## src/rtl/id_ex_hazard_stage.sv

```systemverilog
// ID/EX pipeline register with load-use hazard detection,
// bubble injection, flush/hold handling and a stall counter.
module id_ex_hazard_stage #(
    parameter int NBits   = 32,
    parameter int RegBits = 5,
    parameter int CntBits = 16
) (
    input  logic               clk,
    input  logic               reset,
    input  logic               in_Hold,
    input  logic               in_Flush,
    input  logic               id_Valid,
    input  logic [RegBits-1:0] id_Rs,
    input  logic [RegBits-1:0] id_Rt,
    input  logic [RegBits-1:0] id_WriteRegister,
    input  logic [15:0]        id_Ctrl,
    input  logic [NBits-1:0]   id_ReadData1,
    input  logic [NBits-1:0]   id_ReadData2,
    input  logic [NBits-1:0]   id_InmmediateExtend,
    input  logic [NBits-1:0]   id_ShamtExtend,
    input  logic [NBits-1:0]   id_PCPlus4,
    output logic               ex_Valid,
    output logic [15:0]        ex_Ctrl,
    output logic [RegBits-1:0] ex_Rs,
    output logic [RegBits-1:0] ex_Rt,
    output logic [RegBits-1:0] ex_WriteRegister,
    output logic [NBits-1:0]   ex_ReadData1,
    output logic [NBits-1:0]   ex_ReadData2,
    output logic [NBits-1:0]   ex_InmmediateExtend,
    output logic [NBits-1:0]   ex_ShamtExtend,
    output logic [NBits-1:0]   ex_PCPlus4,
    output logic               Stall,
    output logic [CntBits-1:0] StallCount
);

    localparam int MemReadBit = 7;

    typedef struct packed {
        logic               valid;
        logic [15:0]        ctrl;
        logic [RegBits-1:0] rs;
        logic [RegBits-1:0] rt;
        logic [RegBits-1:0] wr;
        logic [NBits-1:0]   rd1;
        logic [NBits-1:0]   rd2;
        logic [NBits-1:0]   imm;
        logic [NBits-1:0]   shamt;
        logic [NBits-1:0]   pc4;
    } ex_t;

    ex_t               ex_q, ex_d;
    logic [CntBits-1:0] cnt_q, cnt_d;
    logic              hazard;

    always_comb begin
        hazard = ex_q.valid
               & ex_q.ctrl[MemReadBit]
               & (ex_q.wr != '0)
               & id_Valid
               & ((ex_q.wr == id_Rs) | (ex_q.wr == id_Rt));
    end

    assign Stall = hazard & ~in_Flush;

    always_comb begin
        ex_d  = ex_q;
        cnt_d = cnt_q;
        if (!in_Hold) begin
            ex_d.rs    = id_Rs;
            ex_d.rt    = id_Rt;
            ex_d.wr    = id_WriteRegister;
            ex_d.rd1   = id_ReadData1;
            ex_d.rd2   = id_ReadData2;
            ex_d.imm   = id_InmmediateExtend;
            ex_d.shamt = id_ShamtExtend;
            ex_d.pc4   = id_PCPlus4;
            if (in_Flush) begin
                ex_d.valid = 1'b0;
                ex_d.ctrl  = '0;
            end else if (hazard) begin
                ex_d.valid = 1'b0;
                ex_d.ctrl  = '0;
                if (cnt_q != '1) begin
                    cnt_d = cnt_q + 1'b1;
                end
            end else begin
                ex_d.valid = id_Valid;
                ex_d.ctrl  = id_Valid ? id_Ctrl : 16'h0;
            end
        end
    end

    always_ff @(posedge clk) begin
        if (!reset) begin
            ex_q  <= '0;
            cnt_q <= '0;
        end else begin
            ex_q  <= ex_d;
            cnt_q <= cnt_d;
        end
    end

    assign ex_Valid            = ex_q.valid;
    assign ex_Ctrl             = ex_q.ctrl;
    assign ex_Rs               = ex_q.rs;
    assign ex_Rt               = ex_q.rt;
    assign ex_WriteRegister    = ex_q.wr;
    assign ex_ReadData1        = ex_q.rd1;
    assign ex_ReadData2        = ex_q.rd2;
    assign ex_InmmediateExtend = ex_q.imm;
    assign ex_ShamtExtend      = ex_q.shamt;
    assign ex_PCPlus4          = ex_q.pc4;
    assign StallCount          = cnt_q;

endmodule

```

## config.mk

```make
export PLATFORM = sky130hd
export DESIGN_NAME = id_ex_hazard_stage
export DESIGN_NICKNAME = d
export VERILOG_FILES = /design/src/rtl/id_ex_hazard_stage.sv
export SDC_FILE = /design/constraint.sdc
export NUM_CORES = 1
export LEC_CHECK = 0
export CORE_ASPECT_RATIO = 1.4
export CORE_MARGIN = 10
export CORE_UTILIZATION = 35
export CTS_BUF_LIST = sky130_fd_sc_hd__clkbuf_4
export DETAILED_ROUTE_END_ITERATION = 10
export PLACE_DENSITY = 0.83
export SLEW_MARGIN = 20
export SYNTH_ARGS = -nofsm -noshare
export SYNTH_HDL_FRONTEND = slang
export SYNTH_SLANG_ARGS = --single-unit
```

## constraint.sdc

```tcl
create_clock -name clk -period 2.2 [get_ports clk]
set_input_delay 0.33 -clock clk [delete_from_list [all_inputs] [get_ports clk]]
set_output_delay 0.33 -clock clk [all_outputs]
set_load 0.03 [all_outputs]
```

# Word level (Yosys, flattened, before mapping)
# Cells that the tools add are included.
# totals
regBits,208
inputBits,196
out_inout_bits,209
elab_cells,28
# classes
add_sub_neg,1
n_eq_ne,3
mux,3
bitwise,8
reduce_logical,2
# ops
op,n
$mux W17,2
$add A16 B1 Y16 const B,1
$mux W16,1
$ne A16 B16 Y1 const B,1
$eq A5 B5 Y1,2
$and A1 B1 Y1,5
$reduce_bool A5 Y1,1
$reduce_and A4 Y1,1
$not A1 Y1,2
$or A1 B1 Y1,1

# Logic depth before layout (Yosys ltp)
# depth
word_depth,6
ltp_mapped,7
ltp_nobuf,6

# Least setup slack after synthesis
# No wires, ideal clock.
# synth_path
path_type,reg-to-reg
startpoint,"register ex_q, in the netlist ex_WriteRegister[1]"
endpoint,register cnt_q[14] (netlist: StallCount[14])
setup_time_ps,71
arrival_ps,1837
t_required_ps,2129
path_slack_ps,292
stages_incl_launch_ff,7
n_path_buf,1
synth_period_minus_slack_ps,1908
cell_sequence,dfxtp_1 > xnor2_1 > nand3_1 > o22a_1 > buf_6 > or4_1 > a21oi_1
# synth_between
elab_chain_cells,5
elab_cells_between_ends,8
classes_between,eq/ne (2); bitwise (4); reduce/logical (2)
# synth_lines
item,line,rtl
"start, declared",51,"ex_t ex_q, ex_d;"
"start signal, assigned",95,ex_q <= '0;
"start signal, assigned",98,ex_q <= ex_d;
$reduce_bool A5 Y1,58,& (ex_q.wr != '0)
$and A1 B1 Y1,58,
$and A1 B1 Y1,59,& id_Valid
$and A1 B1 Y1 (*),60,& ((ex_q.wr == id_Rs) | (ex_q.wr == id_Rt));
$reduce_and A4 Y1 (no line) (*),--,
"end signal, assigned",99,cnt_q <= cnt_d;
"end, declared",52,"logic [CntBits-1:0] cnt_q, cnt_d;"
# Mark *: on every way between the ends. The rest lies on a longest branch, timed or not.
# A chain may end at the register's enable or synchronous reset.

# Worst setup path after layout
# layout_path
startpoint,"register ex_q, in the netlist ex_WriteRegister[4]"
endpoint,output port Stall
# layout_between
elab_chain_cells,5
elab_cells_between_ends,8
classes_between,eq/ne (2); bitwise (5); reduce/logical (1)
# layout_lines
item,line,rtl
$reduce_bool A5 Y1,58,
$and A1 B1 Y1,58,
$and A1 B1 Y1,59,
$and A1 B1 Y1 (*),60,
$and A1 B1 Y1 (*),63,assign Stall = hazard & ~in_Flush;
"end, declared",32,"output logic Stall,"
# Marks and branches as above.

==> impl_results.md <==
* Combinational Power Share at 0.193
* Psw at around 2500 uW
* CTS tree: yes
* Clock slew at reported path FFs at 0.07 ns
* Initial drt markers at 275
* Vias in the first global route at about 7.4k
* Yosys cell types at 37
* Fin crit period at between 2 and 2.5 ns
* Unrepaired setup endpoints after global routing: true
* Syn Inst Count at between 700 and 800
* Clk_lat worst skew at between 0.6 and 0.7 ns
* Crit Reg-Reg Endpoint: StallCount[7]
* Worst Path Arrival at between 1.5 and 2 ns
* Hold Fails Final Rpt at 0
* Mux cell area share after synthesis at 0.231
* Max-slew violation count at 0
* Slew HR at 0.446
* Port Buf Inserts at around 400
* Yosys top cell area share at 0.545
* Initial antenna violation count at 2
* P_int at between 6000 and 7000 uW
* Kind of critical path: reg2out
* Final HPWL DP at roughly 21 mm
* Root buf cell: clkbuf_4
* Leak at 0.00550 uW
* Gpl congestion at 0.875
* Pre-CTS WS at -0.182 ns
* Row Count at 63
* Die Ht at around 200 um
* Mean Syn Cell Area at about 10 um^2
* Max IR drop VDD at between 0.5 and 0.6 mV
* Vias after detailed routing at just over 7k
* Die Wd at approximately 140 um
* CP Max Fanout at 4
* Per-cell routed wire length at about 19 um
* Reg2Reg Setup Slack at approximately 0.19 ns
* TNS Setup at 0 ns
* Final Worst Setup Slack at 0.0237 ns
* Reported max-cap violation count at 0
* Multi-input logic area at ~0.0034 mm^2
* Yosys warning count at 0
* Worst Setup EP: Stall
* Drt drc at 0
* Largest net degree at the start of global routing at 95
* Die area at between 0.02 and 0.03 mm^2
* Area Overhead vs Synth at 69.0%
* DRT Pass-1 Iters at 4
* Syn Std Cell Area at roughly 0.0076 mm^2
* GRT Total Usage at 0.190
* RR Startpoint: ex_WriteRegister[4]
* ANT nets after route at 0
* FILL cells at approximately 1.7k
* Sw Ratio at 0.276
* Htree depth at 2
* Commonest cells after routing, fill and taps aside: clkdlybuf4s50_1, dfxtp_1, nor2_1
* Synth area leaders: dfxtp_1, mux2i_1, nor2_1
* R2r worst-path depth at 7
* Commonest non-fill, non-tap cell in the layout: clkdlybuf4s50_1
* Post-Route WL at about 28 mm
* Synth Area in Compound Gates at 0.0528
* Global-route wire length before repair at 42.0 mm
* Worst Max-Slew Pin Slew at about 0.83 ns
* Seq. cell area at about 0.0042 mm^2
* Vias per inst at between 4 and 5
* Ports at 405
* Largest family of logic cells by synthesized area: multiplexers
* WP data required at about 1.9 ns
* Post-synthesis register bit count at around 210
* Util after Layout at 0.604
* Final setup fails at 0
* Achievable frequency at ~0.46 GHz
* Crit. Startpoint: ex_WriteRegister[4]
* Clock tree buffer depth at 3
* Hold Path Class: in2reg
* Sequential-to-total area share from yosys stat at 0.545
* Total grt overflow at 0
* Final worst-path cycle share at 0.989
* # clock sinks at 208
* Adder-Cell Fraction of Synth Area at 0.00164
* Critical Path Sink Type: output pin
* XOR/XNOR Fraction of Synth Area at 0.0115
* Flop pwr share at 0.446
* Syn nets at about 900
* Cell taking the most area after synthesis: dfxtp_1
* Worst Skew at 0.0232 ns
* Synth Area in Simple Gates at 0.128
* CTS Buf Count at 51
* Startpoint types: flop
* Clk pwr share at 0.362
* Outcome: completed
* Nets at 1353
* Layout cell share with drive strength beyond 1 at 0.108
* Initial core utilization at 0.357
* Cell Pwr Density at 709 mW/mm^2
* Core box area at ~0.021 mm^2
## synthesized netlist by cell type
cell / number
or4_1: 13
a21oi_4: 1
a21o_1: 1
or3_4: 1
and2_1: 2
a22o_1: 16
o22a_1: 1
or2_2: 1
clkbuf_1: 24
o21ai_0: 1
nand3_1: 10
nand4_1: 1
dfxtp_1: 208
buf_6: 2
nand2_1: 11
nand4_2: 1
buf_1: 4
xnor2_1: 10
and3_1: 2
a21oi_1: 15
o211ai_2: 2
a21oi_2: 1
ha_1: 1
inv_1: 2
or3_1: 2
buf_2: 18
nor3_1: 2
nand2b_1: 1
nor2_1: 178
inv_2: 1
o31ai_1: 14
o22ai_1: 1
or4b_1: 1
and4_1: 1
nor4_1: 2
o21ai_1: 1
mux2i_1: 176
## power by group through the flow
stage | Sequential, uW | Combinational [uW] | Clock [uW]
2_1_floorplan | 4540 | 438 | 0
3_3_place_gp | 4150 | 1710 | 0
3_5_place_dp | 4160 | 1730 | 0
4_1_cts | 4080 | 1770 | 3440
5_1_grt | 4100 | 1860 | 3590
6_report | 4080 | 1760 | 3310
## layer usage
metal	global-route usage	part of all wire	up-vias	wire length (um)
met5	0	0.00063	-	18
met4	0.0733	0.031	2	874
met3	0.0810	0.098	60	2780
met2	0.338	0.51	284	14500
met1	0.190	0.36	3300	10200
li1	-	-	3393	-
## critical path: stages, from the launching register on
cell and delay [ns]:
dfxtp_4 0.42, xnor2_4 0.14, nand3_2 0.14, o22ai_4 0.18, nand2_1 0.08, nor2_1 0.10, buf_4 0.17
## registers in the layout (all words and copies together), names as in the netlist
name and cells:
ex_InmmediateExtend 32, ex_PCPlus4 32, ex_ReadData1 32, ex_ReadData2 32, ex_ShamtExtend 32, StallCount 16, ex_Ctrl 16, ex_Rs 5
ex_Rt 5, ex_WriteRegister 5, ex_Valid 1
## through the flow
| step | hold WS [ns] | cells | area, um^2 | total power [uW] |
|---|---|---|---|---|
| 4_1_cts | 0.106 | 1485 | 12800 | 9280 |
| 3_3_place_gp | 0.455 | 1392 | 12100 | 5860 |
| 3_5_place_dp | 0.456 | 1392 | 12100 | 5890 |
| 5_1_grt | 0.134 | 1487 | 12900 | 9550 |
| 6_report | 0.176 | 1487 | 12900 | 9150 |
| 2_1_floorplan | 0.463 | 729 | 7640 | 4970 |
## layout make-up
class | instances | area share
Timing Repair Buffer | 422 | 0.333
Sequential cell | 208 | 0.324
Multi-Input combinational cell | 470 | 0.260
Clock buffer | 81 | 0.0471
Tap cell | 292 | 0.0283
Clock inverter | 10 | 0.00504
Inverter | 3 | 0.00126
Antenna cell | 1 | 0.000194
## how the worst min path moves through the flow
stage	cells after the start	slack, ns	from	to
floorplan	1	0.46	id_Ctrl[10]	ex_Ctrl[10]
global placement	1	0.46	ex_Ctrl[2]	ex_Ctrl[2]
detailed placement	1	0.46	ex_Ctrl[9]	ex_Ctrl[9]
CTS	4	0.11	in_Hold	StallCount[0]
global route	4	0.13	in_Hold	StallCount[12]
finish	4	0.18	in_Hold	StallCount[12]
## cell families (layout without fill, tap and decap cells)
family,count (synthesis),in the layout
other,0,1
adder cells (fa/ha/maj),1,1
AND/OR/NAND/NOR,229,229
XOR/XNOR,10,10
AO/OA/AOI/OAI,54,54
buffers and inverters,51,516
flip-flops,208,208
multiplexers,176,176
## what timing repair did
item,in CTS,in global routing
setup buffers,3,2
pin swaps,3,6
gates resized for setup,26,12
setup endpoints to repair,9,7
hold buffers,0,0
Note: power is estimated with default switching activity, not from simulation.
